`config.mk`:
```
export PLATFORM = sky130hd
export DESIGN_NAME = alu_result_stage
export DESIGN_NICKNAME = d
export VERILOG_FILES = /design/src/rtl/alu_result_stage.sv
export SDC_FILE = /design/constraint.sdc
export NUM_CORES = 1
export LEC_CHECK = 0
export CORE_AREA = 2 2 111 113
export CTS_CLUSTER_SIZE = 24
export DETAILED_ROUTE_END_ITERATION = 8
export DIE_AREA = 0 0 113 115
export PLACE_DENSITY = 0.71
export SYNTH_ARGS = -nofsm -noshare
export SYNTH_HDL_FRONTEND = slang
export SYNTH_SLANG_ARGS = --single-unit
export TNS_END_PERCENT = 20
```
`constraint.sdc`:
```
create_clock -name clock -period 2.38 [get_ports clock]
set_input_delay 0.476 -clock clock [delete_from_list [all_inputs] [get_ports clock]]
set_output_delay 0.476 -clock clock [all_outputs]
set_load 0.005 [all_outputs]
```
`src/rtl/alu_result_stage.sv`:
```
// Registered result stage behind the ALU: a 2-entry FIFO skid buffer that stores
// result, opcode and push-time flags, plus a saturating overflow event counter.
module alu_result_stage #(
  parameter int DATA_WIDTH = 32,
  parameter int CNT_WIDTH  = 16
) (
  input  logic                  clock,
  input  logic                  reset,
  input  logic                  in_valid,
  output logic                  in_ready,
  input  logic [DATA_WIDTH-1:0] in_result,
  input  logic [4:0]            in_opcode,
  input  logic                  in_overflow,
  output logic                  out_valid,
  input  logic                  out_ready,
  output logic [DATA_WIDTH-1:0] out_result,
  output logic [4:0]            out_opcode,
  output logic                  out_zero,
  output logic                  out_neg,
  output logic                  out_ovf,
  output logic [CNT_WIDTH-1:0]  ovf_count,
  input  logic                  ovf_clear
);

  typedef enum logic [4:0] {
    OP_ADD = 5'b00000,
    OP_SUB = 5'b00001,
    OP_AND = 5'b00010,
    OP_OR  = 5'b00011,
    OP_SLL = 5'b00100,
    OP_SRA = 5'b00101
  } opcode_e;

  typedef struct packed {
    logic [DATA_WIDTH-1:0] result;
    logic [4:0]            opcode;
    logic                  zero;
    logic                  neg;
    logic                  ovf;
  } entry_t;

  entry_t                 mem [2];
  logic                   rd_ptr;
  logic                   wr_ptr;
  logic [1:0]             count;
  logic [CNT_WIDTH-1:0]   ovf_cnt;
  logic                   push;
  logic                   pop;
  entry_t                 new_entry;
  entry_t                 head;

  assign in_ready  = (count < 2'd2);
  assign out_valid = (count != 2'd0);
  assign push      = in_valid && in_ready && !reset;
  assign pop       = out_valid && out_ready && !reset;

  // Overflow is only meaningful for the adder/subtractor; everything else stores 0.
  always_comb begin
    new_entry        = '0;
    new_entry.result = in_result;
    new_entry.opcode = in_opcode;
    new_entry.zero   = (in_result == '0);
    new_entry.neg    = in_result[DATA_WIDTH-1];
    new_entry.ovf    = in_overflow &&
                       ((in_opcode == OP_ADD) || (in_opcode == OP_SUB));
  end

  always_ff @(posedge clock) begin
    if (reset) begin
      rd_ptr <= 1'b0;
      wr_ptr <= 1'b0;
      count  <= 2'd0;
      // NOTE: storage is cleared too, so a stale entry can never reappear on the outputs.
      for (int i = 0; i < 2; i++) mem[i] <= '0;
    end else begin
      // NOTE: non-blocking assignments let every register see pre-edge values of the others.
      if (push) begin
        mem[wr_ptr] <= new_entry;
        wr_ptr      <= ~wr_ptr;
      end
      if (pop) rd_ptr <= ~rd_ptr;
      case ({push, pop})
        2'b10:   count <= count + 2'd1;
        2'b01:   count <= count - 2'd1;
        default: count <= count;
      endcase
    end
  end

  // Clear wins over an increment landing in the same cycle.
  always_ff @(posedge clock) begin
    if (reset || ovf_clear) begin
      ovf_cnt <= '0;
    end else if (push && new_entry.ovf && !(&ovf_cnt)) begin
      ovf_cnt <= ovf_cnt + 1'b1;
    end
  end

  assign head       = mem[rd_ptr];
  assign out_result = out_valid ? head.result : '0;
  assign out_opcode = out_valid ? head.opcode : 5'b0;
  assign out_zero   = out_valid && head.zero;
  assign out_neg    = out_valid && head.neg;
  assign out_ovf    = out_valid && head.ovf;
  assign ovf_count  = ovf_cnt;

endmodule

```
**After elaboration in Yosys (flattened, before gate mapping)**

Memory sizes are Yosys's and may differ from the RTL's. A register that Yosys moved wholly into a read port is not among the register bits.
Index checks and enable logic that the tools add are counted.

- Bits of input ports: 43
- Bits in registers: 20
- Logic and storage cells: 47
- Output and inout port bits: 58
- Bits in writable memories: 80
- Memories kept: 1

- Reduce and logical (&&, ||, !) cells: 20
- Add/sub/neg operators: 3
- Order comparisons: 1
- Bitwise operators: 2
- Eq/ne operators: 3
- Multiplexer cells: 13

Memory list:

| name | depth | width | rd ports | clocked after memory_dff | wr ports | line | source |
|---|---|---|---|---|---|---|---|
| mem | 2 | 40 | 1 | 1 | 2 | 42 | `entry_t mem [2];` |

Operators by type and width:

| kind | count |
|---|---|
| 40-bit two-way mux | 1 |
| 40-bit OR reduction | 1 |
| 32-bit zero test | 1 |
| 32-bit two-way mux | 1 |
| 16-bit by 1-bit adder with 16-bit output (second input constant) | 1 |
| 16-bit AND reduction | 1 |
| 1-bit logical AND | 10 |
| 1-bit two-way mux | 9 |
| 5-bit by 1-bit == test with 1-bit output (second input constant) | 1 |
| 5-bit zero test | 1 |
| 5-bit two-way mux | 1 |
| 2-bit case mux with 2 select lines | 1 |
| 2-bit nonzero test | 2 |
| 2-bit by 1-bit adder with 2-bit output (second input constant) | 1 |
| 2-bit by 1-bit == test with 1-bit output (second input constant) | 1 |
| 2-bit == test (second input constant) | 1 |
| 1-bit zero test | 2 |
| 1-bit logical OR | 2 |
| 2-bit < comparator (second input constant) | 1 |
| 1-bit inverter | 2 |
| 2-bit by 1-bit subtractor with 2-bit output (second input constant) | 1 |

**Logic depth before layout (Yosys ltp)**

- Word-level depth: 8
- Gate-level depth with buffers: 8
- Gate-level depth less buffers: 8

**Least setup slack after synthesis**

No wires, ideal clock.

- Path type: in2reg
- Start point: input reset
- End point: memory mem[0][0] in the netlist's numbering (enable)
- Data arrival time: 1724 ps
- Data required time: 2001 ps
- Setup time: 379 ps
- Stages on the path: 6
- Path slack: 277 ps
- Path buffers: 2
- Cells stage by stage: buf_6 > nor2_1 > nand2_1 > nor2_1 > clkbuf_1 > or2_2

RTL lines:

| element | line | source |
|---|---|---|
| start, declared | 8 | `input logic reset,` |
| end, declared | 42 |  |

**Worst setup path after layout**

- Start point: register count[0]
- End point: output out_result[0]

- Longest elaborated chain between the ends: 2

Ends and longest elaborated chain:

| element | line | source |
|---|---|---|
| start, declared | 45 | `logic [1:0] count;` |
| start signal, assigned | 83 | `2'b10: count <= count + 2'd1;` |
| start signal, assigned | 84 | `2'b01: count <= count - 2'd1;` |
| start signal, assigned | 85 | `default: count <= count;` |
| 2-bit nonzero test | 53 | `assign out_valid = (count != 2'd0);` |
| 32-bit two-way mux | 100 | `assign out_result = out_valid ? head.result : '0;` |
| end, declared | 16 | `output logic [DATA_WIDTH-1:0] out_result,` |

Every way passes these cells.

==> flow_metrics.py <==
metrics = {
    "worst_hold_path": {
        "hold_path_end": "rd_ptr$_SDFFE_PP0P_",
        "worstHoldPathCells": 2,
        "hp-class": "register to register",
        "hp-start": "rd_ptr$_SDFFE_PP0P_",
    },
    "synthesis": {
        "synth_flop_cell": "edfxtp_1",
        "async_flop_share_pct": 0,
        "synth-edff-count": 78,
        "ys_seq_area_share_pct": 59.4,
        "ys_warn_count": 0,
        "synth-adder-area-share_pct": 0.538,
        "ys_types": 34,
        "yosys.area.top_type": "edfxtp_1",
        "synth-seq-cells": 99,
        "synth_nets": 443,
        "synth_area_leaders": "edfxtp_1 50%, and2_1 10%, mux2i_1 9.3%, dfxtp_1 9.0%, nor2_1 4.1%",
        "synth_compound_area_share_pct": 3.61,
        "netlist.area_leader.share_pct": 50.4,
        "syn_area_um2": 4650,
        "synth.avg_cell_area_um2": 11.7,
        "synth_top_family_by_area": "simple AND/OR/NAND/NOR gates",
        "synth.mux.area_fraction_pct": 9.26,
        "synth-simple-area-share_pct": 23.7,
        "synth_xor_area_share_pct": 0.754,
        "yosysMostFrequentCell": "edfxtp_1",
        "ys_top_cells_by_count": "78 x edfxtp_1, 76 x and2_1, 51 x nor2_1, 43 x mux2i_1, 21 x dfxtp_1",
        "synth_cells": 398,
    },
    "global_routing": {
        "grt_overflow_total": 0,
        "grt_pass1_wl_um": 17400,
        "track_usage_pct": 17.0,
        "grt_pass1_vias": 3414,
        "grt_max_degree": 40,
        "antenna_found_initial": 0,
    },
    "outcome": {
        "violations": "DRC",
        "status": "complete, but fails checks",
    },
    "placement": {
        "numPortBuffers": 100,
        "place_congestion": 0.833,
        "hpwl_um": 7220,
        "dp_slack_ns": -0.152,
    },
    "floorplan": {
        "rows": 40,
        "initial_core_util_pct": 39.4,
        "coreArea_um2": 11800,
        "die_area_um2": 13000,
        "io_pins": 101,
        "die_h_um": 115,
        "die_w_um": 113,
    },
    "critical_path": {
        "cp_max_fo": 10,
        "r2r_end": "ovf_count[15]$_SDFFE_PP0P_",
        "reg2regPathDepth": 6,
        "worst-setup-path-type": "register to primary output",
        "crit_required_ns": 1.90,
        "cp-start-kind": "register",
        "critPathArrivalTime_ns": 1.87,
        "r2r_start": "count[1]$_SDFFE_PP0P_",
        "r2r_slack_ns": 0.23,
        "end_kind": "primary output",
    },
    "timing": {
        "finalHoldViolations": 0,
        "final_max_slew_viol_count": 0,
        "tns_ns": 0,
        "fin_hold_ws_ns": 0.513,
        "post-route-period-util_pct": 98.6,
        "max_freq_mhz": 426,
        "period_minus_slack_ns": 2.35,
        "rsz0062_at_grt": "true",
        "clock_skew_ns": 0.00625,
        "setup_viol_count_final": 0,
        "relSlewSlack_pct": 68.5,
        "fin_ws_ns": 0.0334,
        "tightest_slew_ns": 0.472,
    },
    "cts": {
        "clkLatencyLatePin_ns": 0.34,
        "cts.hold.buffers_added": 0,
        "clock-sinks": 99,
        "cts_buffer_depth": 2,
        "h-tree-depth": 3,
        "cts_tree": "yes",
        "cts-buffers-inserted": 9,
        "clock-root-buffer": "clkbuf_16",
        "clk_pin_slew_worst_paths_ns": 0.07,
    },
    "finish": {
        "areaGrowthSynthToFinish_pct": 33.7,
        "final_layout_size_suffix_gt1_share_pct": 8.86,
        "antennaDiodeCount": 0,
        "nNetsFinal": 548,
    },
    "job": {
        "maxCapViolCount": 0,
    },
    "detailed_routing": {
        "drc_errors": 10,
        "ant_nets": 0,
        "viasPerCell": 5.32,
        "vias": 3482,
        "drt-total-wl_um": 11100,
        "dr.pass1.iters": 7,
        "routedWlPerCell_um": 16.9,
        "first_iter_violations": 302,
    },
    "pwr": {
        "powerDensity_nw_per_um2": 663,
        "leakage_nw": 2.14,
        "fin_total_pwr_mw": 4.12,
        "vdd_drop_max_uv": 290,
    },
}
==> routing by layer <==
metal  up-vias  routed length [um]  GRT usage [%]
met1      1691                4790           22.3
li1       1653                   -              -
met3         9                 794           3.64
met2       129                5360           28.5
met5         -                   0              0
met4         0                 115           5.04
==> logic make-up (layout without fill, tap and decap cells) <==
kind of cell	Yosys count	after routing
XOR/XNOR	4	4
flip-flops	99	99
AO/OA/AOI/OAI	27	27
adder cells (fa/ha/maj)	2	2
buffers and inverters	28	136
AND/OR/NAND/NOR	195	197
multiplexers	43	43
==> final cells by class <==
type,instances,area (um^2)
clock buffers,11,254
multi-input cells,273,1800
inverters,3,11.3
fillers,1030,5600
clock inverters,5,35.0
flip-flops and latches,99,2760
repair buffers,117,1170
well taps,147,184
==> per-stage QoR <==
| stage | utilization [%] | std cells | instance area [um^2] |
|---|---|---|---|
| finish | 52.6 | 655 | 6220 |
| global route | 52.6 | 655 | 6220 |
| CTS | 52.3 | 653 | 6180 |
| detailed placement | 49.8 | 636 | 5880 |
| global placement | 49.8 | 636 | 5880 |
| floorplan | - | 398 | 4650 |
==> power breakdown <==
group          total [mW]  switching (mW)  internal (mW)
clock network        1.38           0.611          0.774
logic               0.705           0.343          0.362
registers            2.03          0.0480           1.98
==> registers in the layout, summed over array words and instances, names as in the netlist, named ones only <==
register	count
mem	78
ovf_count	16
wr_ptr	1
count	2
rd_ptr	1
==> worst max-delay path, cell delays in order (launching register included) <==
cell             delay (ns)
dfxtp_1                0.61
nor2_4                 0.16
nor2_1                 0.23
clkdlybuf4s50_1        0.54
==> repair_timing <==
item	in CTS	in global routing
buffers inserted	0	0
setup endpoints to repair	42	21
pin swaps	1	1
gates cloned	1	2
endpoints found under the hold margin	0	0
gates resized for setup	1	1
==> cell usage in the layout (no fill, tap or decap), drive strengths merged <==
| master | n |
|---|---|
| o31ai | 6 |
| and2 | 76 |
| or4 | 6 |
| or3 | 10 |
| nand4 | 9 |
| buf | 16 |
| edfxtp | 78 |
| dfxtp | 21 |
| nor4b | 2 |
| xnor2 | 2 |
| clkinvlp | 1 |
| ha | 2 |
| and4 | 4 |
| nor2 | 53 |
| o41ai | 2 |
| or2 | 3 |
| a21oi | 11 |
| mux2i | 43 |
| and3 | 3 |
| clkbuf | 12 |
| nor3 | 1 |
| xor2 | 2 |
| inv | 4 |
| clkinv | 3 |
| o21ai | 5 |
| nor4 | 12 |
| nand3 | 4 |
| clkdlybuf4s50 | 100 |
| nand2 | 14 |
| o311ai | 2 |
| o211ai | 1 |
==> how the worst max path moves through the flow <==
stage                     slack, ns                  start                          to  cells after the start
after floorplan                0.28                  reset     mem[0][0]$_SDFFCE_PN0P_                      6
after global placement        -0.08           in_opcode[3]  ovf_count[15]$_SDFFE_PP0P_                      6
after detailed placement      -0.15           in_opcode[3]  ovf_count[13]$_SDFFE_PP0P_                      6
after CTS                     -0.01  count[0]$_SDFFE_PP0P_                     out_neg                      3
after global routing          -0.03  count[0]$_SDFFE_PP0P_                     out_neg                      3
final                          0.03  count[0]$_SDFFE_PP0P_               out_result[0]                      3
(Power assumes the default switching activity.)
